==> src/rtl/alu_logic_unit.sv <==
// Pipelined bitwise logic unit with accumulator feedback, result flags and a
// 2-entry output buffer; drives the logic input of the ALU result mux.
module alu_logic_unit #(
    parameter int WIDTH = 8
) (
    input  logic             clk,
    input  logic             rst_n,
    input  logic             in_valid,
    output logic             in_ready,
    input  logic [2:0]       in_op,
    input  logic [WIDTH-1:0] in_a,
    input  logic [WIDTH-1:0] in_b,
    input  logic             in_acc,
    input  logic             acc_clr,
    output logic             out_valid,
    input  logic             out_ready,
    output logic [WIDTH-1:0] out_result,
    output logic             out_zero,
    output logic             out_ones,
    output logic             out_parity
);

    typedef struct packed {
        logic [WIDTH-1:0] result;
        logic             zero;
        logic             ones;
        logic             parity;
    } entry_t;

    function automatic logic calc_parity(input logic [WIDTH-1:0] v);
        return ^v;
    endfunction

    function automatic logic calc_zero(input logic [WIDTH-1:0] v);
        return ~|v;
    endfunction

    function automatic logic calc_ones(input logic [WIDTH-1:0] v);
        return &v;
    endfunction

    logic [WIDTH-1:0] w_acc_eff;
    logic [WIDTH-1:0] w_b;
    logic [WIDTH-1:0] w_result;
    entry_t           w_entry;
    logic             w_accept;
    logic             w_pop;
    logic [1:0]       w_count_nxt;

    logic [WIDTH-1:0] r_acc;
    logic [1:0]       r_count;
    entry_t           r_head;
    entry_t           r_tail;
    logic             r_in_ready;
    logic             r_out_valid;

    assign w_accept = in_valid & r_in_ready;
    assign w_pop    = r_out_valid & out_ready;

    // Operand B selection and the bitwise operation itself.
    always_comb begin
        w_acc_eff = acc_clr ? {WIDTH{1'b0}} : r_acc;
        w_b       = in_acc ? w_acc_eff : in_b;
        case (in_op)
            3'd0:    w_result = in_a & w_b;
            3'd1:    w_result = in_a | w_b;
            3'd2:    w_result = in_a ^ w_b;
            3'd3:    w_result = ~(in_a & w_b);
            3'd4:    w_result = ~(in_a | w_b);
            3'd5:    w_result = ~(in_a ^ w_b);
            3'd6:    w_result = ~in_a;
            3'd7:    w_result = in_a;
            default: w_result = {WIDTH{1'b0}};
        endcase
        w_entry.result = w_result;
        w_entry.zero   = calc_zero(w_result);
        w_entry.ones   = calc_ones(w_result);
        w_entry.parity = calc_parity(w_result);
    end

    // Next buffer occupancy; accept+pop together leaves it unchanged.
    always_comb begin
        case ({w_accept, w_pop})
            2'b10:   w_count_nxt = r_count + 2'd1;
            2'b01:   w_count_nxt = r_count - 2'd1;
            default: w_count_nxt = r_count;
        endcase
    end

    // Accumulator: loads every accepted result, otherwise honours a clear.
    always_ff @(posedge clk or negedge rst_n) begin
        if (!rst_n) begin
            r_acc <= {WIDTH{1'b0}};
        end else if (w_accept) begin
            r_acc <= w_result;
        end else if (acc_clr) begin
            r_acc <= {WIDTH{1'b0}};
        end else begin
            r_acc <= r_acc;
        end
    end

    // Two-entry buffer; the head register doubles as the output register and
    // keeps the last popped value when the buffer drains.
    always_ff @(posedge clk or negedge rst_n) begin
        if (!rst_n) begin
            r_count       <= 2'd0;
            r_head.result <= {WIDTH{1'b0}};
            r_head.zero   <= 1'b1;
            r_head.ones   <= 1'b0;
            r_head.parity <= 1'b0;
            r_tail        <= '0;
            r_in_ready    <= 1'b1;
            r_out_valid   <= 1'b0;
        end else begin
            case ({w_accept, w_pop})
                2'b10: begin
                    if (r_count == 2'd0) begin
                        r_head <= w_entry;
                    end else begin
                        r_tail <= w_entry;
                    end
                end
                2'b01: begin
                    if (r_count == 2'd2) begin
                        r_head <= r_tail;
                    end else begin
                        r_head <= r_head;
                    end
                end
                // Only reachable with one entry held: the new result becomes head.
                2'b11: begin
                    r_head <= w_entry;
                end
                default: begin
                    r_head <= r_head;
                end
            endcase
            r_count     <= w_count_nxt;
            r_in_ready  <= (w_count_nxt < 2'd2);
            r_out_valid <= (w_count_nxt != 2'd0);
        end
    end

    assign in_ready   = r_in_ready;
    assign out_valid  = r_out_valid;
    assign out_result = r_head.result;
    assign out_zero   = r_head.zero;
    assign out_ones   = r_head.ones;
    assign out_parity = r_head.parity;

endmodule

==> config.mk <==
export PLATFORM = sky130hd
export DESIGN_NAME = alu_logic_unit
export DESIGN_NICKNAME = d
export VERILOG_FILES = /design/src/rtl/alu_logic_unit.sv
export SDC_FILE = /design/constraint.sdc
export NUM_CORES = 1
export LEC_CHECK = 0
export ABC_AREA = 1
export CAP_MARGIN = 5
export CORE_AREA = 5 5 91 93
export DETAILED_ROUTE_END_ITERATION = 8
export DIE_AREA = 0 0 96 98
export GPL_TIMING_DRIVEN = 1
export PLACE_DENSITY = 0.56
export SYNTH_ARGS = -nofsm -noshare
export SYNTH_HDL_FRONTEND = slang
export SYNTH_SLANG_ARGS = --single-unit
==> constraint.sdc <==
create_clock -name clk -period 2.71 [get_ports clk]
set_clock_uncertainty 0.1 [all_clocks]
set_input_delay 0.542 -clock clk [delete_from_list [all_inputs] [get_ports clk]]
set_output_delay 0.542 -clock clk [all_outputs]
set_load 0.005 [all_outputs]
==> out/qor.csv <==
stage,metric,value,unit
placed_design,hpwl dp,5760,um
floorplanning,Chip Width,96,um
power_and_ir_drop,Power Dens Cells,593.8,nW/um^2
floorplanning,Placeable Area,7447,um^2
timing,final worst slack,0.05312,ns
worst_setup_path,CP endpoint kind,flip-flop,
global_routing,global-route wire length before repair,14460,um
global_routing,maximum number of pins on one net before global-route repair,35,
power_and_ir_drop,Sw Share,37.80,%
detailed_routing,DRT Pass-1 Iters,4,
timing,Final Hold Vio Count,0,
detailed_routing,Via density,4.856,
floorplanning,# IOs,38,
final_layout,final core utilization,60.23,%
synth,total number of yosys warnings,0,
global_routing,grt met3 use,3.236,%
global_routing,grt met1 use,25.02,%
power_and_ir_drop,Leak,2.300,nW
final_layout,n_diodes,0,
timing,Slew Limit Headroom,70.00,%
synth,Netlist cell types,30,
clock_network,H-tree depth,2,
final_layout,P&R area growth vs syn,60.83,%
timing,Hold WS,0.3758,ns
flow_run,Max Cap Violations,0,
power_and_ir_drop,Clock Power Share,14.5,%
final_layout,fin area,4486,um^2
placed_design,area post-placement,3710,um^2
global_routing,GRT Max-Usage Layer,met2,
timing,fin crit period,2.657,ns
worst_setup_path,crit-path max cell delay,0.49,ns
clock_network,hold_buf cts,0,
power_and_ir_drop,total power,2.664,mW
worst_setup_path,Slowest cell on crit path,clkdlybuf4s50_1,
power_and_ir_drop,internal power,1.657,mW
detailed_routing,wire per inst,13.96,um
detailed_routing,DR vias,3108,
timing,Final setup viols,0,
timing,"Period Utilization, post-route",98.04,%
power_and_ir_drop,VDD IR max,544.1,uV
placed_design,placed instance count,578,
min_path,Hold Path Origin,out_result[5],
detailed_routing,Iter 0 DRT Violations,135,
global_routing,vias in the first global route,3161,
timing,Peak Freq,376.4,MHz
clock_network,"Reg clk slew, reported paths",0.07,ns
timing,Final Max Slew Viols,0,
synth,Post-Syn Instances,386,
worst_setup_path,worst setup path startpoint,in_b[6],
power_and_ir_drop,power share of the combinational group,54.9,%
synth,"flops & latches, synth",34,
worst_setup_path,WP data required,2.78,ns
timing,setup_tns,0,ns
timing,Worst Tran Pin Value,0.4499,ns
worst_setup_path,crit-path max FO,2,
power_and_ir_drop,fraction of power consumed by sequential logic,30.6,%
synth,Mapped Nets,438,
detailed_routing,Antenna Violating Nets Remaining,0,
worst_setup_path,worst flop-to-flop path startpoint,r_acc[1],
clock_network,clock root cell,clkbuf_8,
floorplanning,Core Rows,32,
final_layout,Layout Cells excl Fill,640,
final_layout,Final #Nets,589,
floorplanning,Die Span Y,98,um
min_path,Hold Path Class,flip-flop to flip-flop,
clock_network,deepest clock path buffer count,2,
worst_setup_path,Setup crit start kind,primary input,
worst_setup_path,top cell family by delay on the critical path,buffers and inverters,
clock_network,"Clk Latency, worst-skew pair",0.29,ns
global_routing,grt ovf,0,
worst_setup_path,crit-path cells,"clkdlybuf4s50_1, nand2_2, o21ai_4, inv_1, ha_4, inv_1, nand3_1, nand2_2, nor2_4, nand3_2, inv_2, ha_4, xnor2_2, xnor2_1, o21ai_1, nand2_1",
worst_setup_path,WP data arrival,2.73,ns
final_layout,layout cells sized above 1,38.66,%
clock_network,clock sinks,34,
placed_design,pre-CTS setup slack,-0.7067,ns
placed_design,RD Place Congestion,0.7911,
global_routing,antenna violations before repair,0,
worst_setup_path,Setup CP Type,primary input to flip-flop,
synth,Avg Inst Size Synth,7.225,um^2
detailed_routing,Routed Wire Length,8937,um
floorplanning,Initial Util,37.45,%
clock_network,CTS tree,done,
worst_setup_path,Bufs and invs on worst path,4,
clock_network,Num CTS Buffers,5,
global_routing,GRT Total Usage,19.43,%
detailed_routing,DRC Markers,0,
power_and_ir_drop,Sw Pwr,1.007,mW
floorplanning,die area,9408,um^2
placed_design,# port buffers,37,
status,status,"complete, no violations",
global_routing,GR Util met2,32.98,%
synth,register area share after synthesis,30.60,%
synth,mapped cell area,2789,um^2
==> cells in the mapped netlist (all sizes together) <==
master  number  share of area [%]
xor2         2               0.63
clkbuf       6                1.6
nor3         1               0.58
clkinv       1               0.13
nand2      112                 15
inv         58                7.8
a21oi        9                1.6
or2          1               0.22
nand4       26                5.8
o21a         1               0.27
buf          9                2.5
dfstp        2                1.9
nand3b       8                2.2
nand3       28                6.6
o21ai       32                6.4
dfrtp       32                 29
ha          27                 12
xnor2        2               0.63
nor2        29                5.2
==> repair_timing <==
action	in CTS	in global routing
pin swaps	12	25
buffers inserted	51	5
setup endpoints to repair	6	7
resized for setup	50	37
==> worst paths after layout <==
check / end / slack [ns] / cells past startpoint
worst max-delay path: out_parity / 0.05 / 16
worst min-delay path: out_result[5] / 0.38 / 2
worst max register to register: r_acc[1] / 0.25 / 16
worst min register to register: out_result[5] / 0.38 / 2
max in group asynchronous: in_ready / 1.59 / 2
min in group asynchronous: out_result[2] / 0.57 / 2
==> final cells by class <==
cell class	count	area, um^2
fill	698	2962
multi-input combinational	278	1853
timing repair buffer	159	1331
sequential	34	853.3
inverter	59	230.2
tap	102	127.6
clock buffer	8	90.09
==> worst reg2reg max path, stage by stage (launching register included) <==
cell and delay (ns):
dfrtp_1 0.39, nand2_4 0.07, buf_4 0.14, buf_4 0.12, buf_4 0.12, buf_4 0.12
buf_4 0.13, buf_4 0.12, buf_4 0.12, buf_4 0.12, buf_4 0.12, buf_4 0.12
buf_4 0.12, buf_4 0.12, buf_4 0.12, buf_4 0.12, o21ai_1 0.13
==> sequential cells by signal, indices dropped and copies added (netlist names) <==
signal,count
out_zero,1
out_valid,1
r_acc,8
out_parity,1
out_ones,1
out_result,8
r_count,2
in_ready,1
r_tail,11
==> logic make-up after synthesis <==
| group | after synthesis | share of synthesized area (%) |
|---|---|---|
| xor+xnor | 4 | 1.256 |
| fa+ha+maj | 27 | 12.11 |
| buf+inv | 74 | 11.98 |
| compound gates | 42 | 8.300 |
| simple gates | 205 | 35.76 |
| flops | 34 | 30.60 |
==> layer usage <==
metal / vias up / routed length [um]
met1: 1467 / 3828
li1: 1546 / -
met4: 0 / 218
met2: 74 / 4500
met3: 21 / 390
met5: - / 0
==> power groups by stage <==
stage | logic (mW) | clock network (mW) | registers, mW
floorplan | 0.685 | 0 | 0.810
global placement | 1.19 | 0 | 0.815
detailed placement | 1.21 | 0 | 0.816
CTS | 1.39 | 0.397 | 0.812
global route | 1.63 | 0.423 | 0.839
finish | 1.46 | 0.385 | 0.816
==> placed cells by master, fill, tap and decap left out, types with 2 or more instances in the layout <==
cell type | Yosys | routed
a21oi_1 | 9 | 9
buf_12 | 0 | 2
buf_4 | 2 | 117
buf_6 | 3 | 4
clkbuf_1 | 3 | 2
clkbuf_8 | 2 | 6
clkdlybuf4s50_1 | 0 | 32
dfrtp_1 | 32 | 32
dfstp_2 | 2 | 2
dlymetal6s2s_1 | 0 | 3
ha_1 | 27 | 17
ha_4 | 0 | 10
inv_1 | 56 | 42
inv_2 | 2 | 14
nand2_1 | 112 | 99
nand2_2 | 0 | 11
nand2_4 | 0 | 2
nand3_1 | 19 | 18
nand3_2 | 9 | 10
nand3b_1 | 8 | 8
nand4_1 | 26 | 26
nor2_1 | 18 | 14
nor2_2 | 9 | 9
nor2_4 | 2 | 6
o21ai_0 | 17 | 8
o21ai_1 | 12 | 14
o21ai_2 | 2 | 7
o21ai_4 | 1 | 3
xor2_1 | 2 | 2
Note: power is estimated with default switching activity, not from simulation.
